--- src/rtl/bmd_intr_moderator.sv ---
// ---------------------------------------------------------------------------
// bmd_intr_moderator
// Interrupt moderation ahead of the BMD interrupt controller. Completed DMA
// write packets are counted and collapsed into one single-cycle mwr_done_o
// pulse. A pulse fires on a packet-count threshold or on a timeout measured
// from the first pending packet, whichever comes first. Only one interrupt is
// outstanding at a time, and a programmable holdoff follows each acknowledge.
// ---------------------------------------------------------------------------
module bmd_intr_moderator #(
    parameter int CNT_W = 16,
    parameter int TMR_W = 24
) (
    input  logic             clk,
    input  logic             rst,
    input  logic             init_rst_i,
    input  logic             enable_i,
    input  logic             pkt_done_i,
    input  logic [CNT_W-1:0] pkt_thresh_i,
    input  logic [TMR_W-1:0] timeout_i,
    input  logic [CNT_W-1:0] holdoff_i,
    input  logic             intr_ack_i,
    output logic             mwr_done_o,
    output logic [CNT_W-1:0] batch_cnt_o,
    output logic [CNT_W-1:0] pending_cnt_o,
    output logic             overflow_o
);

    // One-hot encoding keeps each state decode to a single flop.
    typedef enum logic [4:0] {
        S_IDLE     = 5'b00001,
        S_ACCUM    = 5'b00010,
        S_FIRE     = 5'b00100,
        S_WAIT_ACK = 5'b01000,
        S_HOLDOFF  = 5'b10000
    } state_t;

    localparam logic [CNT_W-1:0] CNT_ZERO = {CNT_W{1'b0}};
    localparam logic [CNT_W-1:0] CNT_ONE  = {{(CNT_W-1){1'b0}}, 1'b1};
    localparam logic [CNT_W-1:0] CNT_MAX  = {CNT_W{1'b1}};
    localparam logic [TMR_W-1:0] TMR_ZERO = {TMR_W{1'b0}};
    localparam logic [TMR_W-1:0] TMR_ONE  = {{(TMR_W-1){1'b0}}, 1'b1};
    localparam logic [TMR_W-1:0] TMR_MAX  = {TMR_W{1'b1}};

    // Saturating packet-count increment: never wraps back to zero.
    function automatic logic [CNT_W-1:0] sat_inc_cnt(input logic [CNT_W-1:0] val,
                                                     input logic inc);
        logic [CNT_W-1:0] res;
        if (inc && (val != CNT_MAX)) begin
            res = val + CNT_ONE;
        end else begin
            res = val;
        end
        return res;
    endfunction

    // Saturating timer increment: a disabled timeout must not wrap the timer.
    function automatic logic [TMR_W-1:0] sat_inc_tmr(input logic [TMR_W-1:0] val);
        logic [TMR_W-1:0] res;
        if (val != TMR_MAX) begin
            res = val + TMR_ONE;
        end else begin
            res = val;
        end
        return res;
    endfunction

    state_t           r_state;
    logic [CNT_W-1:0] r_pending;
    logic [TMR_W-1:0] r_timer;
    logic [CNT_W-1:0] r_hcnt;
    logic             r_mwr_done;
    logic [CNT_W-1:0] r_batch;
    logic             r_overflow;

    state_t           w_state_nxt;
    logic [CNT_W-1:0] w_pending_nxt;
    logic [TMR_W-1:0] w_timer_nxt;
    logic [CNT_W-1:0] w_hcnt_nxt;
    logic [CNT_W-1:0] w_batch_nxt;
    logic             w_overflow_nxt;

    logic             w_reset;
    logic             w_pkt_ev;
    logic [CNT_W-1:0] w_pend_inc;
    logic [CNT_W-1:0] w_thresh_eff;
    logic             w_thr_hit;
    logic             w_tmo_hit;

    assign w_reset      = rst | init_rst_i;
    assign w_pkt_ev     = pkt_done_i & enable_i;
    assign w_pend_inc   = sat_inc_cnt(r_pending, w_pkt_ev);
    // A threshold of zero behaves like one: every packet interrupts.
    assign w_thresh_eff = (pkt_thresh_i == CNT_ZERO) ? CNT_ONE : pkt_thresh_i;
    assign w_thr_hit    = (w_pend_inc >= w_thresh_eff);
    assign w_tmo_hit    = (timeout_i != TMR_ZERO) && (r_timer == (timeout_i - TMR_ONE));

    // Next-state and next-datapath decode for the moderation FSM.
    always_comb begin
        w_state_nxt    = r_state;
        w_pending_nxt  = r_pending;
        w_timer_nxt    = r_timer;
        w_hcnt_nxt     = r_hcnt;
        w_batch_nxt    = r_batch;
        w_overflow_nxt = r_overflow | (w_pkt_ev & (r_pending == CNT_MAX));

        case (r_state)
            S_IDLE: begin
                if (w_pkt_ev) begin
                    w_pending_nxt = CNT_ONE;
                    w_timer_nxt   = TMR_ZERO;
                    if (pkt_thresh_i <= CNT_ONE) begin
                        w_state_nxt = S_FIRE;
                    end else begin
                        w_state_nxt = S_ACCUM;
                    end
                end else begin
                    w_pending_nxt = CNT_ZERO;
                end
            end
            S_ACCUM: begin
                w_pending_nxt = w_pend_inc;
                if (w_thr_hit || w_tmo_hit) begin
                    w_state_nxt = S_FIRE;
                end else begin
                    w_timer_nxt = sat_inc_tmr(r_timer);
                end
            end
            S_FIRE: begin
                // A packet landing in the fire cycle opens the next batch.
                w_batch_nxt   = r_pending;
                w_pending_nxt = {{(CNT_W-1){1'b0}}, w_pkt_ev};
                w_state_nxt   = S_WAIT_ACK;
            end
            S_WAIT_ACK: begin
                w_pending_nxt = w_pend_inc;
                if (intr_ack_i) begin
                    if (holdoff_i != CNT_ZERO) begin
                        w_hcnt_nxt  = holdoff_i;
                        w_state_nxt = S_HOLDOFF;
                    end else if (w_pend_inc != CNT_ZERO) begin
                        w_timer_nxt = TMR_ZERO;
                        w_state_nxt = S_ACCUM;
                    end else begin
                        w_state_nxt = S_IDLE;
                    end
                end else begin
                    w_state_nxt = S_WAIT_ACK;
                end
            end
            S_HOLDOFF: begin
                w_pending_nxt = w_pend_inc;
                if (r_hcnt <= CNT_ONE) begin
                    if (w_pend_inc != CNT_ZERO) begin
                        w_timer_nxt = TMR_ZERO;
                        w_state_nxt = S_ACCUM;
                    end else begin
                        w_state_nxt = S_IDLE;
                    end
                end else begin
                    w_hcnt_nxt = r_hcnt - CNT_ONE;
                end
            end
            default: begin
                w_state_nxt   = S_IDLE;
                w_pending_nxt = CNT_ZERO;
                w_timer_nxt   = TMR_ZERO;
                w_hcnt_nxt    = CNT_ZERO;
            end
        endcase
    end

    // State and datapath registers; the interrupt pulse is registered so it
    // is high exactly while the FSM sits in FIRE.
    always_ff @(posedge clk) begin
        if (w_reset) begin
            r_state    <= S_IDLE;
            r_pending  <= CNT_ZERO;
            r_timer    <= TMR_ZERO;
            r_hcnt     <= CNT_ZERO;
            r_mwr_done <= 1'b0;
            r_batch    <= CNT_ZERO;
            r_overflow <= 1'b0;
        end else begin
            r_state    <= w_state_nxt;
            r_pending  <= w_pending_nxt;
            r_timer    <= w_timer_nxt;
            r_hcnt     <= w_hcnt_nxt;
            r_mwr_done <= (w_state_nxt == S_FIRE);
            r_batch    <= w_batch_nxt;
            r_overflow <= w_overflow_nxt;
        end
    end

    assign mwr_done_o    = r_mwr_done;
    assign batch_cnt_o   = r_batch;
    assign pending_cnt_o = r_pending;
    assign overflow_o    = r_overflow;

endmodule
--- config.mk ---
export PLATFORM = sky130hd
export DESIGN_NAME = bmd_intr_moderator
export DESIGN_NICKNAME = d
export VERILOG_FILES = /design/src/rtl/bmd_intr_moderator.sv
export SDC_FILE = /design/constraint.sdc
export NUM_CORES = 1
export LEC_CHECK = 0
export ABC_CLOCK_PERIOD_IN_PS = 4600
export CORE_MARGIN = 5
export CORE_UTILIZATION = 56
export CTS_BUF_LIST = sky130_fd_sc_hd__clkbuf_4
export DETAILED_ROUTE_END_ITERATION = 7
export PLACE_DENSITY = 0.83
export SLEW_MARGIN = 15
export SYNTH_ARGS = -nofsm -noshare
export SYNTH_HDL_FRONTEND = slang
export SYNTH_SLANG_ARGS = --single-unit
--- constraint.sdc ---
create_clock -name clk -period 4.6 [get_ports clk]
set_input_delay 0.69 -clock clk [delete_from_list [all_inputs] [get_ports clk]]
set_output_delay 0.69 -clock clk [all_outputs]
set_load 0.02 [all_outputs]
==> results.yml, run 1 <==
power:
  power.leakage_nw: 2.51
  p_clk_frac: 0.323
  p_switching_mw: 0.364
  switching_share: 0.276
  seqPwrFrac: 0.524
  intPower_mw: 0.953
  vdd_drop_max_mv: 0.164
  p_total_mw: 1.32
  power_frac_comb: 0.153
  power.density_mw_per_mm2: 185
route:
  totalWireLength_um: 17300
  wl_per_cell_um: 17.5
  drt_first_pass_iters: 7
  vias_per_cell: 6.34
  drt_iter0_drc: 547
  num_vias: 6273
  antenna_left: 0
  drc: 0
clock_network:
  clkSinkCount: 79
  postCtsResizedCells: 0
  worstSkewPairLatency_ns: 0.45
  cts_tree: "built"
  clockRootBuffer: "clkbuf_4"
  clkTransAtPathRegs_ns: 0.13
  htree_num_levels: 3
  clockBufferDepth: 2
  cts_setup_buffers: 0
  cts_buffers: 9
  cts_hold_buf: 0
die:
  rows: 37
  die_w_um: 112
  start_util: 0.568
  core_mm2: 0.0102
  die_h_um: 112
  die-area_mm2: 0.0125
  ioPinCount: 96
run:
  maxCapViolCount: 0
timing:
  fin_ws_ns: 0.385
  slew-limit-headroom: 0.415
  maxSlewViolCount: 0
  tns_ns: 0
  final.min_clock_period_ns: 4.22
  finClkSkew_ns: 0.0164
  finalSetupViolations: 0
  holdWs_ns: 0.467
  worst_slew_pin_slew_ns: 0.878
  finalHoldViolCount: 0
  clock.fmax_mhz: 237
  fin_crit_sh: 0.916
  rsz0062_at_grt: "no"
place:
  dp_slack_ns: 0.178
  portBuffers: 95
  detailed_place.area_mm2: 0.00696
  hpwl_um: 12800
  gp_congestion: 0.916
worst_setup_path:
  path_class: "flop to flop"
  crit_slowest_cell: "dfxtp_1"
  critPathLaunchType: "flop"
  worstSetupEndpointType: "flop"
  crit_family: "simple AND/OR/NAND/NOR gates"
  crit_top_cell: "a21oi_1"
  worstPathBufferInverterCount: 1
  r2r_slack_ns: 0.38
  crit_chain: "and3_1 -> nand3_1 -> nor3_1 -> nor2_1 -> and3_1 -> xnor2_1 -> ha_1 -> a21o_1 -> a21oi_1 -> o21ai_0 -> a21oi_1 -> o32ai_2 -> buf_12 -> or4_1 -> a21oi_1"
  arrival_ns: 4.60
  r2r_cells: 15
  reg2reg_to: "r_timer[6]"
  required_ns: 4.98
  timing.rr.start: "pending_cnt_o[12]"
  critPathMaxFanout: 30
  slowest_delay_ns: 0.56
hold_path:
  hp-class: "flop to flop"
  worstHoldPathCells: 2
  holdPathEnd: "batch_cnt_o[4]"
  hp-start: "batch_cnt_o[4]"
yosys:
  yosys_most_used_dff: "dfxtp_1"
  synth_top_area_frac: 0.272
  syn_area_mm2: 0.00581
  syn-num-nets: 846
  synth_top_area_cell: "dfxtp_1"
  ys_types: 76
  yosys_warnings: 0
  syn-instance-count: 763
  seq_area_frac_synth: 0.272
  synthTopCellsByCount: "dfxtp_1, nand2_1, nor2_1, a21oi_1, clkbuf_1"
  syn_avg_cell_area_um2: 7.61
  synth-seq-cells: 79
  synth_most_common_cell: "dfxtp_1"
  synth_area_leaders: "dfxtp_1, ha_1, nand2_1"
  async_reset_ff_frac: 0
  synth_edf_count: 0
global_routing:
  grt_pass1_wl_um: 28400
  grt_busiest_layer: "met2"
  grt_pass1_vias: 6024
  grt_max_degree: 42
  grt_util_met3: 0.0440
  grt_use_total: 0.268
  antenna_found_initial: 1
  met1_usage: 0.333
  use_met2: 0.451
  grt.overflow.total: 0
cells_and_area:
  drive_above_1_share: 0.0775
  fin_area_mm2: 0.00710
  syn2layout_area_growth_pct: 22.2
  nets: 930
status:
  status: "finished, final reports clean"
[layout make-up]
class                      count  area [um2]
clock buffer                  10        75.1
tap                          136         170
clock inverter                 6        61.3
inverter                      38         143
multi-input combinational    600        3920
fill                         852        3130
timing repair buffer         119        1140
antenna                        1        2.50
sequential                    79        1580
[power by group through the flow]
stage / logic (mW) / registers (mW) / clock network [mW]
floorplan: 0.0966 / 0.704 / 0
global placement: 0.192 / 0.705 / 0
detailed placement: 0.198 / 0.705 / 0
CTS: 0.200 / 0.690 / 0.426
global route: 0.219 / 0.690 / 0.457
finish: 0.202 / 0.690 / 0.425
[state kept, by name, indices dropped and copies added, names as in the netlist]
name,count
overflow_o,1
r_state,5
r_hcnt,16
r_timer,24
batch_cnt_o,16
mwr_done_o,1
pending_cnt_o,16
[how the worst max path moves through the flow]
stage,startpoint,end,depth (start not counted)
final,pending_cnt_o[12],r_timer[6],15
after global routing,pending_cnt_o[12],r_timer[18],15
after CTS,pending_cnt_o[12],r_timer[12],15
after detailed placement,timeout_i[1],r_timer[12],11
after global placement,timeout_i[1],r_timer[22],11
after floorplan,pending_cnt_o[10],r_timer[15],17
[layer usage]
layer | wire (um) | vias to the layer above
met4 | 573 | 0
met2 | 8420 | 263
met5 | 0 | -
met3 | 1030 | 51
li1 | - | 3012
met1 | 7260 | 2947
[logic make-up after synthesis]
family | Yosys count | share of synthesized area
XOR/XNOR | 39 | 0.0638
multiplexers | 5 | 0.00883
flip-flops | 79 | 0.272
buffers and inverters | 84 | 0.0575
AO/OA/AOI/OAI | 189 | 0.225
adder cells (fa/ha/maj) | 21 | 0.0452
AND/OR/NAND/NOR | 346 | 0.328
[cells in the final DEF (no fill, tap or decap), types with 12 or more instances in the layout]
cell type	n
nand2_1	68
nand2b_1	14
a22oi_1	16
o31ai_1	21
nor2_1	63
dfxtp_1	79
a21oi_1	46
nor4_1	18
and2_1	12
a31oi_1	12
xnor2_1	20
xor2_1	17
o21ai_0	22
nand4_1	29
inv_1	38
ha_1	21
clkdlybuf4s50_1	95
nand3_1	28
buf_4	23
and3_1	15
nor3_1	26
or4_1	17
[tightest hold or removal path, cell delays in order, from the launching register on]
cell     delay (ns)
dfxtp_1        0.33
nand2_1        0.05
a21oi_1        0.05
[per-stage QoR]
stage,std cells,utilization
after floorplan,763,-
after global placement,972,0.680
after detailed placement,972,0.680
after CTS,988,0.693
after global routing,989,0.694
final,989,0.694
Note: power is estimated with default switching activity, not from simulation.
==> run 2: changes to the inputs <==
Settings changed: SLEW_MARGIN 15 to 20.
==> results of run 2 <==
No change in the layout: final DEF, timing and power equal those of run 1.
